**src/rtl/cache_control.sv**
```systemverilog
// -----------------------------------------------------------------------------
// cache_control
//   Control FSM for a 2-way set-associative, write-back, write-allocate cache.
//   It sequences hit service, dirty-victim writeback and line allocation, drives
//   the datapath write enables and mux selects, and keeps saturating hit/miss
//   statistics counters.
//
// Ports
//   clk, reset               clock; asynchronous active-high reset
//   mem_read, mem_write      CPU request (held until mem_resp)
//   mem_resp                 one-cycle completion pulse to the CPU
//   pmem_resp                physical memory completion pulse
//   pmem_read, pmem_write    line fetch / writeback requests (held until pmem_resp)
//   tag_match, whichtag      tag hit indication and matching way
//   valid                    valid bit of the matching way
//   dirty                    dirty bit of the LRU (victim) way
//   lru_out                  LRU way of the indexed set
//   write0/1                 tag/data/valid write enables per way
//   wdirty0/1, dirty0/1_val  dirty bit write enables and values per way
//   inrw1                    update LRU to point at the non-accessed way
//   inw1                     data-in select: 0 = pmem line, 1 = merged CPU write
//   hit_count, miss_count    saturating statistics counters
// -----------------------------------------------------------------------------
module cache_control #(
  parameter int CNT_WIDTH = 16
) (
  input  logic                 clk,
  input  logic                 reset,
  input  logic                 mem_read,
  input  logic                 mem_write,
  output logic                 mem_resp,
  input  logic                 pmem_resp,
  output logic                 pmem_read,
  output logic                 pmem_write,
  input  logic                 tag_match,
  input  logic                 whichtag,
  input  logic                 valid,
  input  logic                 dirty,
  input  logic                 lru_out,
  output logic                 write0,
  output logic                 write1,
  output logic                 wdirty0,
  output logic                 wdirty1,
  output logic                 dirty0_val,
  output logic                 dirty1_val,
  output logic                 inrw1,
  output logic                 inw1,
  output logic [CNT_WIDTH-1:0] hit_count,
  output logic [CNT_WIDTH-1:0] miss_count
);

  typedef enum logic [1:0] {
    IDLE      = 2'd0,
    WRITEBACK = 2'd1,
    ALLOCATE  = 2'd2
  } state_e;

  state_e               state_q, state_d;
  logic                 miss_pending_q, miss_pending_d;
  logic [CNT_WIDTH-1:0] hit_count_q, hit_count_d;
  logic [CNT_WIDTH-1:0] miss_count_q, miss_count_d;

  logic req;
  logic hit;
  logic is_write;

  assign req      = mem_read | mem_write;
  assign hit      = tag_match & valid;
  // A simultaneous read and write is serviced as a write.
  assign is_write = mem_write;

  // Mealy output decode, next-state and counter update.
  always_comb begin
    // NOTE: every signal written here gets a default first, so no path can
    // leave one unassigned and infer a latch.
    state_d        = state_q;
    miss_pending_d = miss_pending_q;
    hit_count_d    = hit_count_q;
    miss_count_d   = miss_count_q;
    mem_resp       = 1'b0;
    pmem_read      = 1'b0;
    pmem_write     = 1'b0;
    write0         = 1'b0;
    write1         = 1'b0;
    wdirty0        = 1'b0;
    wdirty1        = 1'b0;
    dirty0_val     = 1'b0;
    dirty1_val     = 1'b0;
    inrw1          = 1'b0;
    inw1           = 1'b0;

    // Outputs are forced low for the whole time reset is held, including the
    // IDLE hit path that would otherwise decode straight from the inputs.
    if (!reset) begin
      unique case (state_q)
        IDLE: begin
          if (req && hit) begin
            mem_resp = 1'b1;
            inrw1    = 1'b1;
            if (is_write) begin
              inw1 = 1'b1;
              if (whichtag) begin
                write1     = 1'b1;
                wdirty1    = 1'b1;
                dirty1_val = 1'b1;
              end else begin
                write0     = 1'b1;
                wdirty0    = 1'b1;
                dirty0_val = 1'b1;
              end
            end
          end else if (req) begin
            miss_pending_d = 1'b1;
            state_d        = dirty ? WRITEBACK : ALLOCATE;
          end else begin
            // An abandoned miss must not be credited to a later request.
            miss_pending_d = 1'b0;
          end
        end

        WRITEBACK: begin
          pmem_write = 1'b1;
          if (pmem_resp) begin
            // If the CPU withdrew its request, finish here and skip the fetch.
            state_d = req ? ALLOCATE : IDLE;
            if (!req) miss_pending_d = 1'b0;
          end
        end

        ALLOCATE: begin
          pmem_read = 1'b1;
          if (pmem_resp) begin
            // Fill the victim way with a clean copy of the fetched line.
            if (lru_out) begin
              write1  = 1'b1;
              wdirty1 = 1'b1;
            end else begin
              write0  = 1'b1;
              wdirty0 = 1'b1;
            end
            state_d = IDLE;
            if (!req) miss_pending_d = 1'b0;
          end
        end

        default: state_d = IDLE;
      endcase

      // Statistics: a response that closes a miss counts as a miss.
      if (mem_resp) begin
        if (miss_pending_q) begin
          miss_pending_d = 1'b0;
          if (miss_count_q != '1) miss_count_d = miss_count_q + CNT_WIDTH'(1);
        end else begin
          if (hit_count_q != '1) hit_count_d = hit_count_q + CNT_WIDTH'(1);
        end
      end
    end
  end

  always_ff @(posedge clk or posedge reset) begin
    // NOTE: state registers use non-blocking assignments so every register
    // samples the pre-edge values regardless of statement order.
    if (reset) begin
      state_q        <= IDLE;
      miss_pending_q <= 1'b0;
      hit_count_q    <= '0;
      miss_count_q   <= '0;
    end else begin
      state_q        <= state_d;
      miss_pending_q <= miss_pending_d;
      hit_count_q    <= hit_count_d;
      miss_count_q   <= miss_count_d;
    end
  end

  assign hit_count  = hit_count_q;
  assign miss_count = miss_count_q;

endmodule

```
**config.mk**
```make
export PLATFORM = sky130hd
export DESIGN_NAME = cache_control
export DESIGN_NICKNAME = d
export VERILOG_FILES = /design/src/rtl/cache_control.sv
export SDC_FILE = /design/constraint.sdc
export NUM_CORES = 1
export LEC_CHECK = 0
export ABC_AREA = 0
export CAP_MARGIN = 20
export CORE_UTILIZATION = 45
export DETAILED_ROUTE_END_ITERATION = 8
export PLACE_DENSITY = 0.84
export SYNTH_ARGS = -nofsm -noshare
export SYNTH_HDL_FRONTEND = slang
export SYNTH_SLANG_ARGS = --single-unit
```
**constraint.sdc**
```tcl
create_clock -name clk -period 2.8 [get_ports clk]
set_input_delay 0.56 -clock clk [delete_from_list [all_inputs] [get_ports clk]]
set_output_delay 0.56 -clock clk [all_outputs]
set_load 0.005 [all_outputs]
```
* Word level (Yosys, flattened, before mapping)
Cells that the tools add are included.
** Word-level totals
- Register bits :: 35
- Latch bits :: 0
- Bits in writable memories :: 0
- Bits in read-only memories :: 0
- Bits of input ports :: 10
- Output and inout port bits :: 43
- Logic and storage cells :: 69
- Memories kept :: 0
** Operators by class
- Add/sub/neg operators :: 2
- Multiply operators :: 0
- Divide/modulo/power cells :: 0
- Order comparisons :: 0
- Equal/unequal tests :: 8
- Shift operators :: 0
- Muxes and demuxes :: 45
- Bitwise logic cells :: 4
- Reductions and logical operators :: 6
** Operators with widths (count)
- 1-bit 2-to-1 mux :: 35
- 16-bit by 1-bit adder with 16-bit output (second input constant) :: 2
- 16-bit != test (second input constant) :: 2
- 2-bit 2-to-1 mux :: 6
- 2-bit != test (second input constant) :: 4
- 4-bit AND reduction :: 2
- 1-bit one-hot mux with 2 select lines :: 3
- 2-bit one-hot mux with 3 select lines :: 1
- 5-bit AND reduction :: 1
- 2-bit by 1-bit == test with 1-bit output (second input constant) :: 1
- 2-bit == test (second input constant) :: 1
- 2-bit logical NOT :: 1
- 1-bit NOT :: 2
- 2-bit OR reduction :: 1
- 1-bit AND :: 1
- 1-bit logical AND :: 1
- 1-bit OR :: 1

* Longest topological paths before layout
Gate-level depths: netlist of run 1.
- Word-level depth :: 6
- Mapped depth :: 7
- Mapped depth without buffers :: 6

* Worst setup path after synthesis of run 1
OpenSTA, ideal clock, no wires.
- Path kind :: input to output
- From :: in reset
- To :: out write0
- Data arrival time :: 1.992 ns
- Data required time :: 2.240 ns
- Setup slack :: 0.248 ns
- Stages on the path :: 4
- Path through :: inv_1 -> o21ai_0 -> a21oi_1 -> buf_4
** Between the ends
- Cells in the longest elaborated chain, start to end :: 1
** RTL lines
- from (decl) :: RTL line 28 : input logic reset,
- 1-bit 2-to-1 mux
- to (decl) :: RTL line 40 : output logic write0,
Every way passes these cells.

* Worst setup path after layout of run 1
- From :: in mem_read
- To :: out dirty0_val
** Between the ends
- Cells in the longest elaborated chain, start to end :: 5
** RTL lines
- from (decl) :: RTL line 29 : input logic mem_read,
- 1-bit OR :: RTL line 67 : assign req = mem_read | mem_write;
- 1-bit logical AND :: RTL line 97 : if (req && hit) begin
- 1-bit 2-to-1 mux :: RTL line 97
- 1-bit 2-to-1 mux :: RTL line 95 : unique case (state_q)
- 1-bit 2-to-1 mux :: RTL line 94 : if (!reset) begin
- to (decl) :: RTL line 44 : output logic dirty0_val,
Every way passes these cells.

==> results of run 1 <==
cell type report:
| class | count | area [um2] | area share [%] |
|---|---|---|---|
| Multi-Input combinational cell | 144 | 1160 | 41.0 |
| Sequential cell | 35 | 876 | 31.1 |
| Timing Repair Buffer | 64 | 622 | 22.1 |
| Clock buffer | 7 | 76.3 | 2.71 |
| Tap cell | 52 | 65.1 | 2.31 |
| Inverter | 5 | 18.8 | 0.666 |
| Clock inverter | 1 | 5.00 | 0.178 |
sequential cells by signal, indices dropped and copies added, names as in the netlist:
name	count
miss_pending_q	1
state_q	2
hit_count	16
miss_count	16
layer usage:
layer  global-route usage (%)  share of wire, %  up-vias
met5                        0                 0        -
met4                     8.67               2.2        0
met3                     3.32               4.0        8
met2                     30.7                48       42
met1                     24.0                46      844
li1                         -                 -      823
through the flow:
| step | TNS (ps) | std cells | hold slack [ps] |
|---|---|---|---|
| CTS | 0 | 307 | 503 |
| floorplan | 0 | 191 | 478 |
| global placement | -2.42 | 299 | 474 |
| global route | 0 | 308 | 534 |
| detailed placement | -129 | 299 | 488 |
| finish | 0 | 308 | 503 |
worst max-delay path: stages:
cell	delay, ps
clkdlybuf4s50_1	490
o21ai_1	110
nor3_2	140
and2_1	160
nor2b_1	130
clkdlybuf4s50_1	510
cell families after synthesis:
| family | Yosys count | share of synthesized area [%] |
|---|---|---|
| and+or+nand+nor | 84 | 29.6 |
| DFF | 35 | 41.9 |
| xor gates and xnor gates | 30 | 12.6 |
| adders and majority gates | 6 | 3.59 |
| buffers and inverters | 12 | 3.29 |
| muxes | 4 | 2.10 |
| AOI/OAI and AO/OA | 20 | 6.95 |
worst min path at each step:
stage | startpoint | endpoint | slack (ps)
3_5_place_dp | hit_count[6] | hit_count[6] | 490
6_report | hit_count[6] | hit_count[6] | 500
3_3_place_gp | hit_count[6] | hit_count[6] | 470
4_1_cts | hit_count[6] | hit_count[6] | 500
2_1_floorplan | hit_count[6] | hit_count[6] | 480
5_1_grt | hit_count[6] | hit_count[6] | 530
what timing repair did:
item / CTS / global route
endpoints found under the setup margin: 2 / 6
pin swaps: 1 / 1
buffers inserted: 0 / 1
gates resized for setup: 1 / 9
power groups by stage:
stage / combinational [mW] / sequential [mW] / clock (mW)
global placement: 0.399 / 0.629 / 0
finish: 0.412 / 0.621 / 0.348
CTS: 0.411 / 0.622 / 0.364
detailed placement: 0.410 / 0.632 / 0
floorplan: 0.225 / 0.624 / 0
global route: 0.456 / 0.629 / 0.383
cell usage in the layout (no fill, tap or decap), drive strengths merged, types with 2 or more instances in the layout:
cell type      count
mux2               3
nand2             13
nor2              10
nor4               6
a211oi             6
inv                5
nor2b              3
and4               4
clkdlybuf4s50     46
a21oi              2
and3               6
and2               2
dlymetal6s2s       5
o21ai              5
xor2              27
and4bb             2
nor3              12
xnor2              3
nand3             11
a2bb2oi            2
nand4              7
buf               12
clkbuf             7
ha                 6
dfrtp             35
nor4b              3
==> flow_summary.json, run 1 <==
{
  "status": "finished, final reports clean",
  "rsz0062_at_grt": "no",
  "synth_area_leader_cell": "dfrtp_1",
  "vdd_drop_max_mv": 0.268,
  "grtUsageTotal_pct": 18.7,
  "path_clk_slew_ps": 70,
  "rrSetupSlack_ps": 800,
  "synth_top_area_share_pct": 41.9,
  "place_ws_ps": -88.2,
  "fin_skew_ps": 8.25,
  "cts_tree": "done",
  "ys_seq_area_share_pct": 41.9,
  "setup_viol": 0,
  "syn_inst": 191,
  "syn_area_um2": 2090,
  "arrival_ps": 2100,
  "vias": 1717,
  "setup_slack_ps": 142,
  "cts_max_level": 2,
  "nFillCells": 374,
  "slew_headroom_pct": 69.5,
  "syn_nets": 207,
  "portBuffers": 52,
  "cts_sinks": 35,
  "power_mw": 1.38,
  "hold_path_class": "reg -> reg",
  "postSynth.asyncResetShare_pct": 100,
  "dpl_cell_area_um2": 2710,
  "r2r_start": "state_q[0]",
  "first_pass_iters": 4,
  "cp-start-kind": "primary input",
  "wirelength_um": 4330,
  "rows": 24,
  "drt_iter0_markers": 62,
  "io_pins": 53,
  "p_seq_share_pct": 45.0,
  "ys_top_cells_by_count": "35 x dfrtp_1, 27 x xor2_1, 12 x nand2_1, 11 x nor3_1",
  "gp_congestion": 0.817,
  "dpl.hpwl_um": 3250,
  "hold_viol": 0,
  "hold_buffers": 0,
  "drc": 0,
  "vias_per_cell": 5.57,
  "ys.warnings.count": 0,
  "whs_path_depth": 1,
  "root_buffer": "clkbuf_8",
  "period_share_pct": 94.9,
  "antenna_left": 0,
  "clk_latency_ps": 290,
  "antenna_cells": 0,
  "synth_edf_count": 0,
  "power_frac_clock_pct": 25.2,
  "cts.path.max_buffers": 2,
  "final_layout_size_suffix_gt1_share_pct": 17.2,
  "combinationalPowerShare_pct": 29.8,
  "min_period_ps": 2660,
  "synth_cell_type_count": 50,
  "grt_start_max_net_pins": 39,
  "p_sw_uw": 413,
  "die_w_um": 70.1,
  "grt_pass1_vias": 1560,
  "grt_first_pass_wirelength_um": 7250,
  "post-route-util_pct": 63.9,
  "stdcell_area_um2": 2820,
  "synth_area_leaders": "dfrtp_1 42%, xor2_1 11%, ha_1 3.6%",
  "r2r_cells": 8,
  "area_growth_pct": 34.9,
  "start_util_pct": 47.3,
  "fmax_mhz": 376,
  "core_um2": 4410,
  "die_h_um": 70.1,
  "antenna_found_initial": 0,
  "slew_viol_final": 0,
  "crit_start": "mem_read",
  "critical_path_class": "in -> out",
  "required_ps": 2240,
  "wl_per_cell_um": 14.0,
  "p_leak_nw": 1.38,
  "cp-end-kind": "primary output",
  "r2r-end": "miss_count[9]",
  "power.density_nw_per_um2": 490,
  "critPathCapture": "dirty0_val",
  "power.internal_uw": 968,
  "maxCapViolCount": 0,
  "overflow": 0,
  "die_area_um2": 4920,
  "p_sw_share_pct": 29.9,
  "numCtsBuffers": 5,
  "synth_ff_type": "dfrtp_1",
  "worst_pin_slew_ps": 457,
  "yosysMostFrequentCell": "dfrtp_1",
  "synth-seq-cells": 35,
  "syn_area_per_cell_um2": 10.9,
  "fin_nets": 271,
  "path_max_fanout": 2
}
Power figures use the tool's default switching activity.
==> inputs of run 2 (changes only) <==
--- a/config.mk
+++ b/config.mk
@@ -7,9 +7,10 @@
 export LEC_CHECK = 0
 export ABC_AREA = 0
 export CAP_MARGIN = 20
-export CORE_UTILIZATION = 45
+export CORE_UTILIZATION = 49
+export CTS_CLUSTER_DIAMETER = 80
 export DETAILED_ROUTE_END_ITERATION = 8
-export PLACE_DENSITY = 0.84
+export PLACE_DENSITY = 0.9
 export SYNTH_ARGS = -nofsm -noshare
 export SYNTH_HDL_FRONTEND = slang
 export SYNTH_SLANG_ARGS = --single-unit
==> flow_summary.json, run 2 (synthesis gave the netlist of run 1 again) <==
{
  "cts_tree": "done",
  "portBuffers": 52,
  "min_period_ps": 2680,
  "numCtsBuffers": 5,
  "path_clk_slew_ps": 70,
  "fin_skew_ps": 10.6,
  "critPathCapture": "write1",
  "slew_viol_final": 0,
  "r2r-end": "hit_count[1]",
  "worst_pin_slew_ps": 460,
  "r2r_start": "hit_count[0]",
  "grt_start_max_net_pins": 39,
  "drc": 0,
  "crit_start": "tag_match",
  "cp-start-kind": "primary input",
  "wirelength_um": 4480,
  "io_pins": 53,
  "rsz0062_at_grt": "no",
  "path_max_fanout": 3,
  "critical_path_class": "in -> out",
  "arrival_ps": 2120,
  "fin_setup_tns_ps": 0,
  "power.density_nw_per_um2": 499,
  "grtUsageTotal_pct": 21.5,
  "gp_congestion": 0.817,
  "grt_first_pass_wirelength_um": 7330,
  "vdd_drop_max_mv": 0.341,
  "overflow": 0,
  "start_util_pct": 51.5,
  "fin_hold_ws_ps": 490,
  "dpl.hpwl_um": 3300,
  "drt_iter0_markers": 87,
  "antenna_found_initial": 0,
  "final_common_cell": "clkdlybuf4s50_1",
  "rrSetupSlack_ps": 990,
  "r2r_cells": 5,
  "cts.path.max_buffers": 2,
  "area_growth_pct": 36.4,
  "cts_max_level": 2,
  "fmax_mhz": 373,
  "period_share_pct": 95.8,
  "power_mw": 1.42,
  "seqCellArea_um2": 876,
  "clk_latency_ps": 290,
  "antenna_left": 0,
  "fin_nets": 274,
  "setup_viol": 0,
  "antenna_cells": 0,
  "die_h_um": 67.3,
  "required_ps": 2240,
  "hold_viol": 0,
  "p_leak_nw": 1.37,
  "core_um2": 4060,
  "wl_per_cell_um": 14.5,
  "cp-end-kind": "primary output",
  "die_area_um2": 4530,
  "root_buffer": "clkbuf_8",
  "hold_path_class": "reg -> reg",
  "vias_per_cell": 5.55,
  "final_cell_mix": "49 x clkdlybuf4s50_1, 35 x dfrtp_1, 27 x xor2_1, 15 x buf_4, 12 x nand2_1",
  "grt_pass1_vias": 1604,
  "maxCapViolCount": 0,
  "die_w_um": 67.3,
  "rows": 23,
  "nFillCells": 295,
  "slew_headroom_pct": 69.3,
  "vias": 1714,
  "cts_sinks": 35,
  "first_pass_iters": 4,
  "final_layout_size_suffix_gt1_share_pct": 18.9,
  "status": "finished, final reports clean",
  "multi_input_area_um2": 1170
}
==> run 2: routing by layer <==
metal  GRT usage, %  up-vias  wire, um
met2           34.5       53      2120
met4           11.4        0        91
met3           3.89       10       255
met5              0        -         0
li1               -      827         -
met1           27.5      824      2010
==> run 2: stage by stage <==
step                util (%)  setup slack, ps  instance area [um2]  instances
floorplan                  -              248                 2090        191
global placement        66.9             37.4                 2710        298
detailed placement      66.9            -48.0                 2710        298
CTS                     69.0            -2.75                 2800        306
global route            70.2             26.0                 2850        309
finish                  70.2              118                 2850        309
==> run 2: power breakdown <==
part / switching (mW) / internal [mW] / leakage [nW]
Combinational: 0.192 / 0.257 / 0.850
Clock: 0.176 / 0.175 / 0.0422
Sequential: 0.0647 / 0.559 / 0.479
==> run 2: how the worst min path moves through the flow <==
stage / startpoint / end / slack [ps] / cells past startpoint
2_1_floorplan: hit_count[6] / hit_count[6] / 480 / 1
3_3_place_gp: hit_count[6] / hit_count[6] / 470 / 1
3_5_place_dp: hit_count[6] / hit_count[6] / 480 / 1
4_1_cts: hit_count[6] / hit_count[6] / 490 / 1
5_1_grt: hit_count[6] / hit_count[6] / 510 / 1
6_report: hit_count[6] / hit_count[6] / 490 / 1
==> run 2: area by class of cell <==
cell class	count	share of cell area, %
clock inverters	1	0.176
flip-flops and latches	35	30.7
repair buffers	67	22.5
multi-input cells	144	41.1
inverters	5	0.658
well taps	50	2.19
clock buffers	7	2.68
==> run 2: repair_timing <==
| action | CTS | global route |
|---|---|---|
| hold buffers | 0 | 0 |
| setup buffers | 0 | 3 |
| gates resized for setup | 2 | 8 |
| cloned | 0 | 0 |
| pin swaps | 1 | 2 |
| endpoints found under the hold margin | 0 | 0 |
| setup endpoints to repair | 4 | 4 |
==> run 2: worst max-delay path, stage by stage <==
cell and delay, ps:
clkdlybuf4s50_1 480, nand2_1 110, buf_4 160, nor2_1 90, a32oi_1 50, nor2_1 130
clkdlybuf4s50_1 520
==> inputs of run 3 (changes only) <==
--- a/config.mk
+++ b/config.mk
@@ -7,6 +7,7 @@
 export LEC_CHECK = 0
 export ABC_AREA = 0
 export CAP_MARGIN = 20
+export CORE_MARGIN = 5
 export CORE_UTILIZATION = 49
 export CTS_CLUSTER_DIAMETER = 80
 export DETAILED_ROUTE_END_ITERATION = 8
==> flow_summary.json, run 3 (synthesis gave the netlist of run 1 again) <==
{
  "first_pass_iters": 4,
  "whs_path_depth": 1,
  "cts_max_level": 2,
  "path_clk_slew_ps": 60,
  "slew_headroom_pct": 69.2,
  "numCtsBuffers": 5,
  "hold_buffers": 0,
  "p_sw_share_pct": 30.0,
  "nFillCells": 325,
  "power.density_nw_per_um2": 501,
  "required_ps": 2240,
  "rrSetupSlack_ps": 880,
  "cts_tree": "done",
  "setup_slack_ps": 124,
  "p_sw_uw": 425,
  "cts.path.max_buffers": 2,
  "r2r_cells": 8,
  "final_cell_mix": "48 x clkdlybuf4s50_1, 35 x dfrtp_1, 27 x xor2_1, 13 x buf_4, 12 x nand2_1",
  "hold_viol": 0,
  "power_frac_clock_pct": 26.0,
  "cp-start-kind": "primary input",
  "die_w_um": 75.3,
  "root_buffer": "clkbuf_8",
  "io_pins": 53,
  "cts_sinks": 35,
  "slew_viol_final": 0,
  "antenna_found_initial": 0,
  "period_share_pct": 95.6,
  "worst_pin_slew_ps": 462,
  "cp-end-kind": "primary output",
  "cp_slowest_cell": "clkdlybuf4s50_1",
  "top_usage_layer": "met2",
  "arrival_ps": 2120,
  "drc": 0,
  "rsz0062_at_grt": "no",
  "vias": 1695,
  "place_ws_ps": -58.5,
  "vdd_drop_max_mv": 0.421,
  "gp_congestion": 0.944,
  "fin_nets": 272,
  "portBuffers": 52,
  "r2r_start": "state_q[0]",
  "rows": 23,
  "drt_iter0_markers": 51,
  "use_met1_pct": 23.7,
  "grt_pass1_vias": 1606,
  "clk_latency_ps": 290,
  "antenna_cells": 0,
  "wirelength_um": 4670,
  "overflow": 0,
  "area_growth_pct": 34.9,
  "grt_start_max_net_pins": 39,
  "start_util_pct": 51.5,
  "die_h_um": 75.3,
  "grtUsageTotal_pct": 17.8,
  "final_layout_size_suffix_gt1_share_pct": 17.2,
  "grt_first_pass_wirelength_um": 7620,
  "path_cells": "clkdlybuf4s50_1, nand2_1, buf_4, nor2_1, a32oi_1, nor2_1, clkdlybuf4s50_1",
  "critical_path_class": "in -> out",
  "use_met2_pct": 28.5,
  "core_um2": 4060,
  "power.internal_uw": 988,
  "maxCapViolCount": 0,
  "antenna_left": 0,
  "placed_cells": 299,
  "vias_per_cell": 5.54,
  "combinationalPowerShare_pct": 29.8,
  "slowest_delay_ps": 520,
  "min_period_ps": 2680,
  "status": "finished, final reports clean",
  "critical-path-top-delay-family": "buffers and inverters",
  "path_max_fanout": 3,
  "hold_start": "hit_count[6]",
  "dpl.hpwl_um": 3580,
  "die_area_um2": 5670,
  "final_common_cell": "clkdlybuf4s50_1",
  "wl_per_cell_um": 15.3,
  "grtUsageMet3_pct": 4.22,
  "fin_skew_ps": 9.68,
  "r2r-end": "miss_count[9]",
  "fmax_mhz": 374,
  "p_seq_share_pct": 44.2,
  "stdcell_count": 306,
  "path_buf_inv": 3,
  "setup_viol": 0,
  "hold_path_class": "reg -> reg",
  "cts_setup_buffers": 0,
  "hold_path_end": "hit_count[6]",
  "p_leak_nw": 1.38
}
run 3: worst register-to-register path, stage by stage, from the launching register on:
cell and delay, ps:
dfrtp_1 400, inv_1 110, ha_1 190, buf_4 160, o21a_1 160, nand3_1 160
buf_4 240, nor4b_2 240, xor2_1 190
run 3: layout make-up:
| type | count | area, um2 | share of cell area [%] |
|---|---|---|---|
| timing repair buffer | 65 | 624 | 22.2 |
| clock inverter | 1 | 5.00 | 0.178 |
| multi-input combinational | 144 | 1150 | 40.8 |
| clock buffer | 6 | 82.6 | 2.93 |
| sequential | 35 | 876 | 31.1 |
| inverter | 5 | 18.8 | 0.666 |
| tap | 50 | 62.6 | 2.22 |
run 3: worst max-delay path by stage:
stage          startpoint          to  slack, ps  cells past startpoint
6_report        tag_match      write1        120                      7
5_1_grt          mem_read  dirty1_val          5                      6
4_1_cts         mem_write     wdirty0         20                      6
3_5_place_dp     mem_read  dirty0_val        -60                      7
3_3_place_gp     mem_read  dirty0_val         10                      7
2_1_floorplan       reset      write0        250                      4
run 3: metrics by stage:
stage | power (mW) | area [um2] | hold WS, ps | TNS, ps | util (%)
global placement | 1.03 | 2720 | 473 | 0 | 67.0
finish | 1.41 | 2820 | 488 | 0 | 69.4
global route | 1.51 | 2820 | 521 | 0 | 69.4
detailed placement | 1.06 | 2720 | 476 | -66.5 | 67.0
floorplan | 0.849 | 2090 | 478 | 0 | -
CTS | 1.43 | 2810 | 489 | 0 | 69.3
run 3: power by group through the flow:
stage | clock network [mW] | logic [mW] | registers (mW)
final | 0.367 | 0.421 | 0.624
after global routing | 0.399 | 0.476 | 0.634
after CTS | 0.380 | 0.428 | 0.624
after detailed placement | 0 | 0.424 | 0.633
after global placement | 0 | 0.404 | 0.630
after floorplan | 0 | 0.225 | 0.624
run 3: per-layer routing:
metal | up-vias | part of all wire (%)
li1 | 821 | -
met1 | 812 | 44
met2 | 55 | 47
met3 | 7 | 6.8
met4 | 0 | 1.8
met5 | - | 0
run 3: what timing repair did:
item | in CTS | in global routing
gates cloned | 0 | 0
gates resized for setup | 2 | 4
pin swaps | 1 | 1
endpoints found under the setup margin | 3 | 4
